==> src/rtl/mul_shift_add_ctrl.sv <==
// Shift-and-add multiplier controller: accepts an unsigned operand pair,
// walks the multiplier one bit per cycle for DATA_W cycles, then holds the product.
module mul_shift_add_ctrl #(
    parameter int DATA_W = 16
) (
    input  logic                  clk,
    input  logic                  reset,
    input  logic                  i_in_valid,
    output logic                  o_in_ready,
    input  logic [DATA_W-1:0]     i_multiplicand,
    input  logic [DATA_W-1:0]     i_multiplier,
    input  logic                  i_abort,
    output logic                  o_out_valid,
    input  logic                  i_out_ready,
    output logic [2*DATA_W-1:0]   o_product,
    output logic                  o_busy
);

    localparam int               CNT_W    = (DATA_W > 1) ? $clog2(DATA_W) : 1;
    localparam logic [CNT_W-1:0] CNT_LAST = CNT_W'(DATA_W - 1);

    typedef enum logic [1:0] {
        IDLE,
        RUN,
        DONE
    } state_t;

    state_t              state;
    state_t              state_nxt;
    logic [2*DATA_W-1:0] r_a;
    logic [2*DATA_W-1:0] r_acc;
    logic [DATA_W-1:0]   r_b;
    logic [CNT_W-1:0]    r_cnt;
    logic                accept;

    // Abort outranks a new request while idle.
    assign accept = (state == IDLE) && i_in_valid && !i_abort;

    always_ff @(posedge clk or posedge reset) begin
        if (reset) begin
            state <= IDLE;
        end else begin
            // NOTE: sequential state uses <= so every register samples pre-edge values.
            state <= state_nxt;
        end
    end

    always_comb begin
        // NOTE: default first; a path that leaves state_nxt unassigned would infer a latch.
        state_nxt = state;
        case (state)
            IDLE: begin
                if (accept) state_nxt = RUN;
            end
            RUN: begin
                if (i_abort)                 state_nxt = IDLE;
                else if (r_cnt == CNT_LAST)  state_nxt = DONE;
            end
            DONE: begin
                if (i_out_ready || i_abort)  state_nxt = IDLE;
            end
            default: state_nxt = IDLE;
        endcase
    end

    always_ff @(posedge clk or posedge reset) begin
        if (reset) begin
            r_a   <= '0;
            r_b   <= '0;
            r_cnt <= '0;
            r_acc <= '0;
        end else if (accept) begin
            r_a   <= {{DATA_W{1'b0}}, i_multiplicand};
            r_b   <= i_multiplier;
            r_cnt <= '0;
            r_acc <= '0;
        end else if (i_abort && (state != IDLE)) begin
            r_acc <= '0;
        end else if (state == RUN) begin
            if (r_b[0]) r_acc <= r_acc + r_a;
            r_a   <= r_a << 1;
            r_b   <= r_b >> 1;
            r_cnt <= r_cnt + CNT_W'(1);
        end
    end

    // Every output decodes state or a register; no input reaches an output combinationally.
    assign o_in_ready  = (state == IDLE);
    assign o_out_valid = (state == DONE);
    assign o_busy      = (state != IDLE);
    assign o_product   = r_acc;

endmodule
==> config.mk <==
export PLATFORM = sky130hd
export DESIGN_NAME = mul_shift_add_ctrl
export DESIGN_NICKNAME = d
export VERILOG_FILES = /design/src/rtl/mul_shift_add_ctrl.sv
export SDC_FILE = /design/constraint.sdc
export NUM_CORES = 1
export LEC_CHECK = 0
export ABC_AREA = 1
export BUFFER_PORTS_ARGS = -buffer_cell sky130_fd_sc_hd__buf_2
export CELL_PAD_IN_SITES_DETAIL_PLACEMENT = 0
export CELL_PAD_IN_SITES_GLOBAL_PLACEMENT = 2
export CORE_MARGIN = 3
export CORE_UTILIZATION = 35
export DETAILED_ROUTE_END_ITERATION = 7
export MAX_ROUTING_LAYER = met4
export PLACE_DENSITY = 0.87
export SLEW_MARGIN = 20
export SYNTH_ARGS = -nofsm -noshare
export SYNTH_HDL_FRONTEND = slang
export SYNTH_SLANG_ARGS = --single-unit
==> constraint.sdc <==
create_clock -name clk -period 6 [get_ports clk]
set_clock_uncertainty 0.2 [all_clocks]
set_input_delay 0.3 -clock clk [delete_from_list [all_inputs] [get_ports clk]]
set_output_delay 0.3 -clock clk [all_outputs]
set_load 0.1 [all_outputs]
==> summary.txt, run 1 <==
Hold endpoint -> r_b[9]
Setup TNS -> 0 ns
Root Driver -> clkbuf_16
Yosys top cell area share -> 37.1%
Antenna violations before repair -> 0
Post-Synthesis Cells -> 875
Register area -> 2150 um2
Most common cell in the netlist -> nand2_1
Final net count -> 1016
Clock sink count -> 86
RePlAce Congestion -> 0.832
Drt pass-1 iters -> 4
Worst setup margin -> 3.12 ns
Unrepaired setup endpoints after global routing -> false
Cell Area, Placed -> 6330 um2
Slew margin rel. -> 37.4%
Final Hold Fails -> 0
Clock share of power -> 19.3%
Largest net degree at the start of global routing -> 61
H-tree depth -> 3
Dpl hpwl -> 12700 um
Status -> completed
Max-cap violations -> 0
Slowest stage cell, crit path -> inv_2
Cell Rows -> 46
Post-synth EDFFs -> 0
Worst-path maximum fanout -> 60
Sw Ratio -> 52.5%
Area leader, netlist -> dfrtp_1
Syn Area/Cell -> 6.63 um2
DIE HEIGHT -> 135 um
Worst hold start -> i_multiplier[9]
Reg2Reg Setup Slack -> 3.12 ns
Cts repair resizes -> 0
Synth cell count leaders -> 325 x nand2_1, 145 x inv_1, 86 x dfrtp_1, 73 x nor2_1, 45 x a21oi_1
Fin area -> 6710 um2
Slowest Stage Delay on Critical Path -> 0.72 ns
Port Buffer Count -> 71
Reg2reg end -> r_cnt[3]
Maximum buffer depth of the clock tree -> 2
Hold crit path type -> input pin to flop
Seq/Total Area, Yosys -> 37.1%
Worst r2r src -> state[1]
Fmax -> 347 MHz
WHS Path Cells -> 3
Final Max Tran Viols -> 0
Final core utilization -> 41.8%
P_sw -> 0.00155 W
Num CTS Buffers -> 9
Power Density -> 441 nW/um2
Worst path required time -> 6.04 ns
P&R area growth vs syn -> 15.6%
Synth Cell Area -> 5800 um2
Ant. Diodes -> 0
Die area -> 18200 um2
DR iter-0 viols -> 325
CTS tree -> yes
Worst slew pin tran -> 0.938 ns
Remaining DRCs -> 0
Gate power share -> 52.6%
Post-synth ARST share -> 100%
Vias in the first global route -> 5210
Critical path class -> flop to flop
Multi-input gate area -> 2990 um2
Cell variety after synth -> 34
Yosys Warn Count -> 0
Ranking of synthesized cells by area -> dfrtp_1 37%, nand2_1 21%, inv_1 9.4%, ha_1 6.9%, nor2_1 4.7%
Final setup violation count -> 0
Worst IR Drop VDD -> 0.000233 V
Tcrit/Tclk final -> 48.0%
Power Internal -> 0.00140 W
First-pass GRT wire length -> 27200 um
Pleak -> 3.82 nW
Clock latency on the worst-skew pair -> 0.35 ns
DR WL/cell -> 14.1 um
Pre-CTS WS -> 3.09 ns
Seq pwr share -> 28.1%
Crit start category -> flop
Cell depth of the worst flop-to-flop path -> 8
Initial core utilization -> 36.1%
Main synth FF type -> dfrtp_1
Crit path cell chain -> inv_1, nand2_1, nor2_2, nor2_4, inv_2, nand4_1, o21ai_0, a21oi_1
Synth Net Count -> 945
Grt ovf -> 0
Yosys reg bits -> 86
Placed insts -> 1143
Number of vias per cell -> 4.65
Drt total wl -> 16500 um
Layout Cells excl Fill -> 1167
FILL cells -> 1740
Share of cells above drive strength 1 -> 10.5%
CP arrival -> 2.91 ns
ANT nets after route -> 0
Ports -> 72
Minimum clock period -> 2.88 ns
Total routing usage reported by global routing -> 19.8%
Die Wd -> 135 um
Crit end category -> flop
Core ar. -> 16100 um2
Vias -> 5427
Clock slew at reported path FFs -> 0.07 ns
[per-layer routing]
metal | global-route usage, % | share of wire, % | vias up
met1 | 29.2 | 53 | 2423
met3 | 2.24 | 2.9 | 14
li1 | - | - | 2908
met5 | - | 0 | -
met2 | 28.6 | 43 | 82
met4 | 5.88 | 1.5 | 0
[cells in the final DEF (no fill, tap or decap), types with 2 or more instances in the layout]
cell | Yosys | layout
inv_2 | 4 | 4
nor2_1 | 73 | 73
nor2_4 | 2 | 2
nand3b_1 | 2 | 2
nand3_1 | 40 | 40
o22ai_1 | 29 | 29
o21bai_1 | 3 | 3
clkbuf_16 | 0 | 9
dlygate4sd3_1 | 0 | 8
clkbuf_8 | 0 | 2
clkinv_2 | 0 | 2
a22o_1 | 2 | 2
xor2_1 | 2 | 2
o21ai_1 | 13 | 13
xnor2_1 | 2 | 2
nor3_1 | 6 | 6
o21ai_0 | 16 | 16
nand2_1 | 325 | 325
inv_6 | 0 | 3
dfrtp_1 | 86 | 86
nand4_1 | 4 | 4
ha_1 | 32 | 32
inv_1 | 145 | 144
buf_2 | 11 | 71
a21oi_1 | 45 | 45
a31oi_1 | 14 | 14
[worst max-delay path: cells and delay by family, from the launching register on]
| kind | cells | cell delay, ns |
|---|---|---|
| simple gates | 4 | 1.10 |
| buf+inv | 2 | 0.82 |
| flops | 1 | 0.36 |
| compound gates | 2 | 0.28 |
[power by group through the flow]
| stage | logic, W | registers (W) | clock network [W] |
|---|---|---|---|
| final | 0.00155 | 0.000831 | 0.000570 |
| after global routing | 0.00175 | 0.000848 | 0.000605 |
| after CTS | 0.00157 | 0.000832 | 0.000576 |
| after detailed placement | 0.00156 | 0.000843 | 0 |
| after global placement | 0.00156 | 0.000843 | 0 |
| after floorplan | 0.000829 | 0.00121 | 0 |
[sequential cells by signal, summed over array words and instances (netlist names)]
signal and cells:
r_cnt 4, state 2, r_a 32, o_product 32, r_b 16
[stage by stage]
| step | hold slack, ns | power (W) |
|---|---|---|
| 2_1_floorplan | 0.221 | 0.00204 |
| 3_5_place_dp | 0.153 | 0.00240 |
| 5_1_grt | 0.0139 | 0.00320 |
| 4_1_cts | 0.00236 | 0.00298 |
| 6_report | 0.00656 | 0.00295 |
| 3_3_place_gp | 0.151 | 0.00240 |
[cell families after synthesis]
group                      synth area share (%)
AOI/OAI and AO/OA                          12.1
xor gates and xnor gates                  0.604
adders and majority gates                  7.25
buffers and inverters                      11.4
DFF                                        37.1
muxes                                     0.173
and+or+nand+nor                            31.3
[area by class of cell]
type,instances,area share (%)
clock buffer,11,3.77
clock inverter,5,0.578
inverter,150,8.41
multi-input combinational,619,44.5
sequential,86,32.1
tap,216,4.03
timing repair buffer,80,6.60
[worst max-delay path by stage]
stage	from	end	slack, ns	cells past startpoint
finish	state[1]	r_cnt[3]	3.12	8
floorplan	reset	o_product[0]	3.28	1
global placement	state[1]	r_cnt[3]	3.15	8
CTS	state[1]	r_cnt[3]	3.08	8
detailed placement	state[1]	r_cnt[3]	3.09	8
global route	state[1]	r_cnt[3]	2.76	8
[timing repair]
item,CTS,global route
buffers inserted,0,0
hold endpoints to repair,33,0
hold buffers,8,0
No activity file was read; power rests on OpenSTA's default activity.
==> run 2, diff against run 1 <==
--- a/config.mk
+++ b/config.mk
@@ -10,10 +10,10 @@
 export CELL_PAD_IN_SITES_DETAIL_PLACEMENT = 0
 export CELL_PAD_IN_SITES_GLOBAL_PLACEMENT = 2
 export CORE_MARGIN = 3
-export CORE_UTILIZATION = 35
+export CORE_UTILIZATION = 32
 export DETAILED_ROUTE_END_ITERATION = 7
 export MAX_ROUTING_LAYER = met4
-export PLACE_DENSITY = 0.87
+export PLACE_DENSITY = 0.81
 export SLEW_MARGIN = 20
 export SYNTH_ARGS = -nofsm -noshare
 export SYNTH_HDL_FRONTEND = slang
==> constraint.sdc (replaced) <==
create_clock -name clk -period 2.9 [get_ports clk]
set_clock_uncertainty 0.2 [all_clocks]
set_input_delay 0.145 -clock clk [delete_from_list [all_inputs] [get_ports clk]]
set_output_delay 0.145 -clock clk [all_outputs]
set_load 0.1 [all_outputs]
==> summary.txt, run 2 (synthesized netlist as in run 1, its figures left out) <==
CTS tree -> yes (unchanged)
Vias -> 5628 (was 5427)
Maximum buffer depth of the clock tree -> 2 (unchanged)
Worst IR Drop VDD -> 0.000609 V (was 0.000233 V)
Crit start category -> flop (unchanged)
Crit end category -> flop (unchanged)
Slowest Stage Delay on Critical Path -> 0.41 ns (was 0.72 ns)
FILL cells -> 1946 (was 1740)
Core ar. -> 17500 um2 (was 16100 um2)
Slew margin rel. -> 50.9% (was 37.4%)
Vias in the first global route -> 5615 (was 5210)
Register area -> 2150 um2 (unchanged)
ANT nets after route -> 0 (unchanged)
Pleak -> 3.98 nW (was 3.82 nW)
Fin area -> 7060 um2 (was 6710 um2)
RePlAce Congestion -> 0.818 (was 0.832)
P&R area growth vs syn -> 21.7% (was 15.6%)
Most common cell on crit path -> nand3_1
Drt total wl -> 17900 um (was 16500 um)
Antenna violations before repair -> 0 (unchanged)
Setup TNS -> 0 ns (unchanged)
Worst hold start -> i_abort (was i_multiplier[9])
Power Density -> 880 nW/um2 (was 441 nW/um2)
Tcrit/Tclk final -> 82.8% (was 48.0%)
P_sw -> 0.00330 W (was 0.00155 W)
DR iter-0 viols -> 342 (was 325)
Cell Area, Placed -> 6420 um2 (was 6330 um2)
Number of vias per cell -> 4.65 (about the same)
Hold Slack -> 0.0230 ns (was 0.00656 ns)
Grt ovf -> 0 (unchanged)
Slowest stage cell, crit path -> fa_1 (was inv_2)
Crit. Startpoint -> o_product[0] (was state[1])
Final net count -> 1051 (was 1016)
Power Internal -> 0.00291 W (was 0.00140 W)
Remaining DRCs -> 0 (unchanged)
Worst setup margin -> 0.497 ns (was 3.12 ns)
Cell depth of the worst flop-to-flop path -> 13 (was 8)
Minimum clock period -> 2.40 ns (was 2.88 ns)
Final Max Tran Viols -> 0 (unchanged)
Clock share of power -> 19.1% (was 19.3%)
Max-cap violations -> 0 (unchanged)
Die area -> 19800 um2 (was 18200 um2)
Clock latency on the worst-skew pair -> 0.35 ns (about the same)
Port Buffer Count -> 71 (unchanged)
Cell Rows -> 48 (was 46)
Seq pwr share -> 27.6% (was 28.1%)
Final setup violation count -> 0 (unchanged)
WHS Path Cells -> 4 (was 3)
Pre-CTS WS -> 0.500 ns (was 3.09 ns)
Ports -> 72 (unchanged)
Hold crit path type -> input pin to flop (unchanged)
Clock slew at reported path FFs -> 0.08 ns (was 0.07 ns)
Largest net degree at the start of global routing -> 44 (was 61)
Total routing usage reported by global routing -> 19.6% (was 19.8%)
Most frequent cells in the layout -> 325 x nand2_1, 144 x inv_1, 86 x dfrtp_1, 73 x nor2_1, 71 x buf_2 (unchanged)
Worst slew pin tran -> 0.736 ns (was 0.938 ns)
Gate power share -> 53.3% (was 52.6%)
Critical path class -> flop to flop (unchanged)
Num CTS Buffers -> 9 (unchanged)
Crit path cell chain -> ha_1, inv_1, fa_1, inv_1, nand3_1, nand3_1, nand3_1, nand3_1, nand2_1, nand2_1, nand2_1, nand3_1, nand2_1 (was inv_1, nand2_1, nor2_2, nor2_4, inv_2, nand4_1, o21ai_0, a21oi_1)
CP arrival -> 2.44 ns (was 2.91 ns)
First-pass GRT wire length -> 29700 um (was 27200 um)
Ant. Diodes -> 0 (unchanged)
Dpl hpwl -> 13700 um (was 12700 um)
Sw Ratio -> 53.2% (was 52.5%)
Fmax -> 416 MHz (was 347 MHz)
Root Driver -> clkbuf_16 (unchanged)
Most common cell after layout, fill and taps aside -> nand2_1 (unchanged)
Multi-input gate area -> 2990 um2 (unchanged)
DR WL/cell -> 14.8 um (was 14.1 um)
Drt pass-1 iters -> 4 (unchanged)
Post-CTS Setup Inserts -> 0 (unchanged)
H-tree depth -> 3 (unchanged)
Final Hold Fails -> 0 (unchanged)
Unrepaired setup endpoints after global routing -> false (unchanged)
Worst path required time -> 2.94 ns (was 6.04 ns)
Worst-path maximum fanout -> 4 (was 60)
Clock sink count -> 86 (unchanged)
Status -> completed (unchanged)
DIE HEIGHT -> 141 um (was 135 um)
Worst r2r src -> o_product[0] (was state[1])
Share of cells above drive strength 1 -> 11.0% (was 10.5%)
Die Wd -> 141 um (was 135 um)
Initial core utilization -> 33.1% (was 36.1%)
run 2: changes by cell type in the layout (fill, tap and decap cells not counted), sizes merged:
cell / delta
buf: +8
clkbuf: -2
clkinv: +1
dlygate4sd3: +27
inv: +1
run 2: power by group through the flow:
stage	clock network [W]	registers, W	logic [W]
after global placement	0	0.00174	0.00331
final	0.00119	0.00171	0.00331
after floorplan	0	0.00250	0.00171
after CTS	0.00122	0.00172	0.00334
after detailed placement	0	0.00175	0.00329
after global routing	0.00127	0.00176	0.00369
run 2: final timing paths:
path	endpoint	slack [ns]
min	o_product[1]	0.02
max reg2reg	o_product[20]	0.50
min reg2reg	r_b[14]	0.29
max	o_product[20]	0.50
max in group asynchronous	r_cnt[2]	1.56
min in group asynchronous	r_a[26]	0.24
run 2: critical path: cells and delay by family, from the launching register on:
family | cells | cell delay, ns
buf+inv | 2 | 0.21
flops | 1 | 0.38
simple gates | 9 | 0.88
fa+ha+maj | 2 | 0.63
run 2: cell type report:
class / count / area share [%]
Clock inverter: 7 / 0.922
Timing Repair Buffer: 115 / 11.1
Inverter: 150 / 7.99
Sequential cell: 86 / 30.5
Tap cell: 225 / 3.99
Multi-Input combinational cell: 619 / 42.3
Clock buffer: 9 / 3.19
run 2: routing by layer:
layer  global-route usage (%)  up-vias  wire length (um)
li1                         -     2969                 -
met2                     30.2       83              7980
met4                     4.28        0               143
met1                     27.6     2568              9240
met5                        -        -                 0
met3                     2.99        8               580
run 2: what timing repair did:
action,4_1_cts,5_1_grt
resized for setup,0,0
hold buffers,35,0
hold endpoints to repair,69,0
run 2: through the flow:
stage                     power (W)  instances  util, %
after floorplan             0.00421        875        -
after global placement      0.00505       1160     36.6
after detailed placement    0.00504       1160     36.6
after CTS                   0.00628       1211     40.3
after global routing        0.00673       1211     40.3
final                       0.00621       1211     40.3
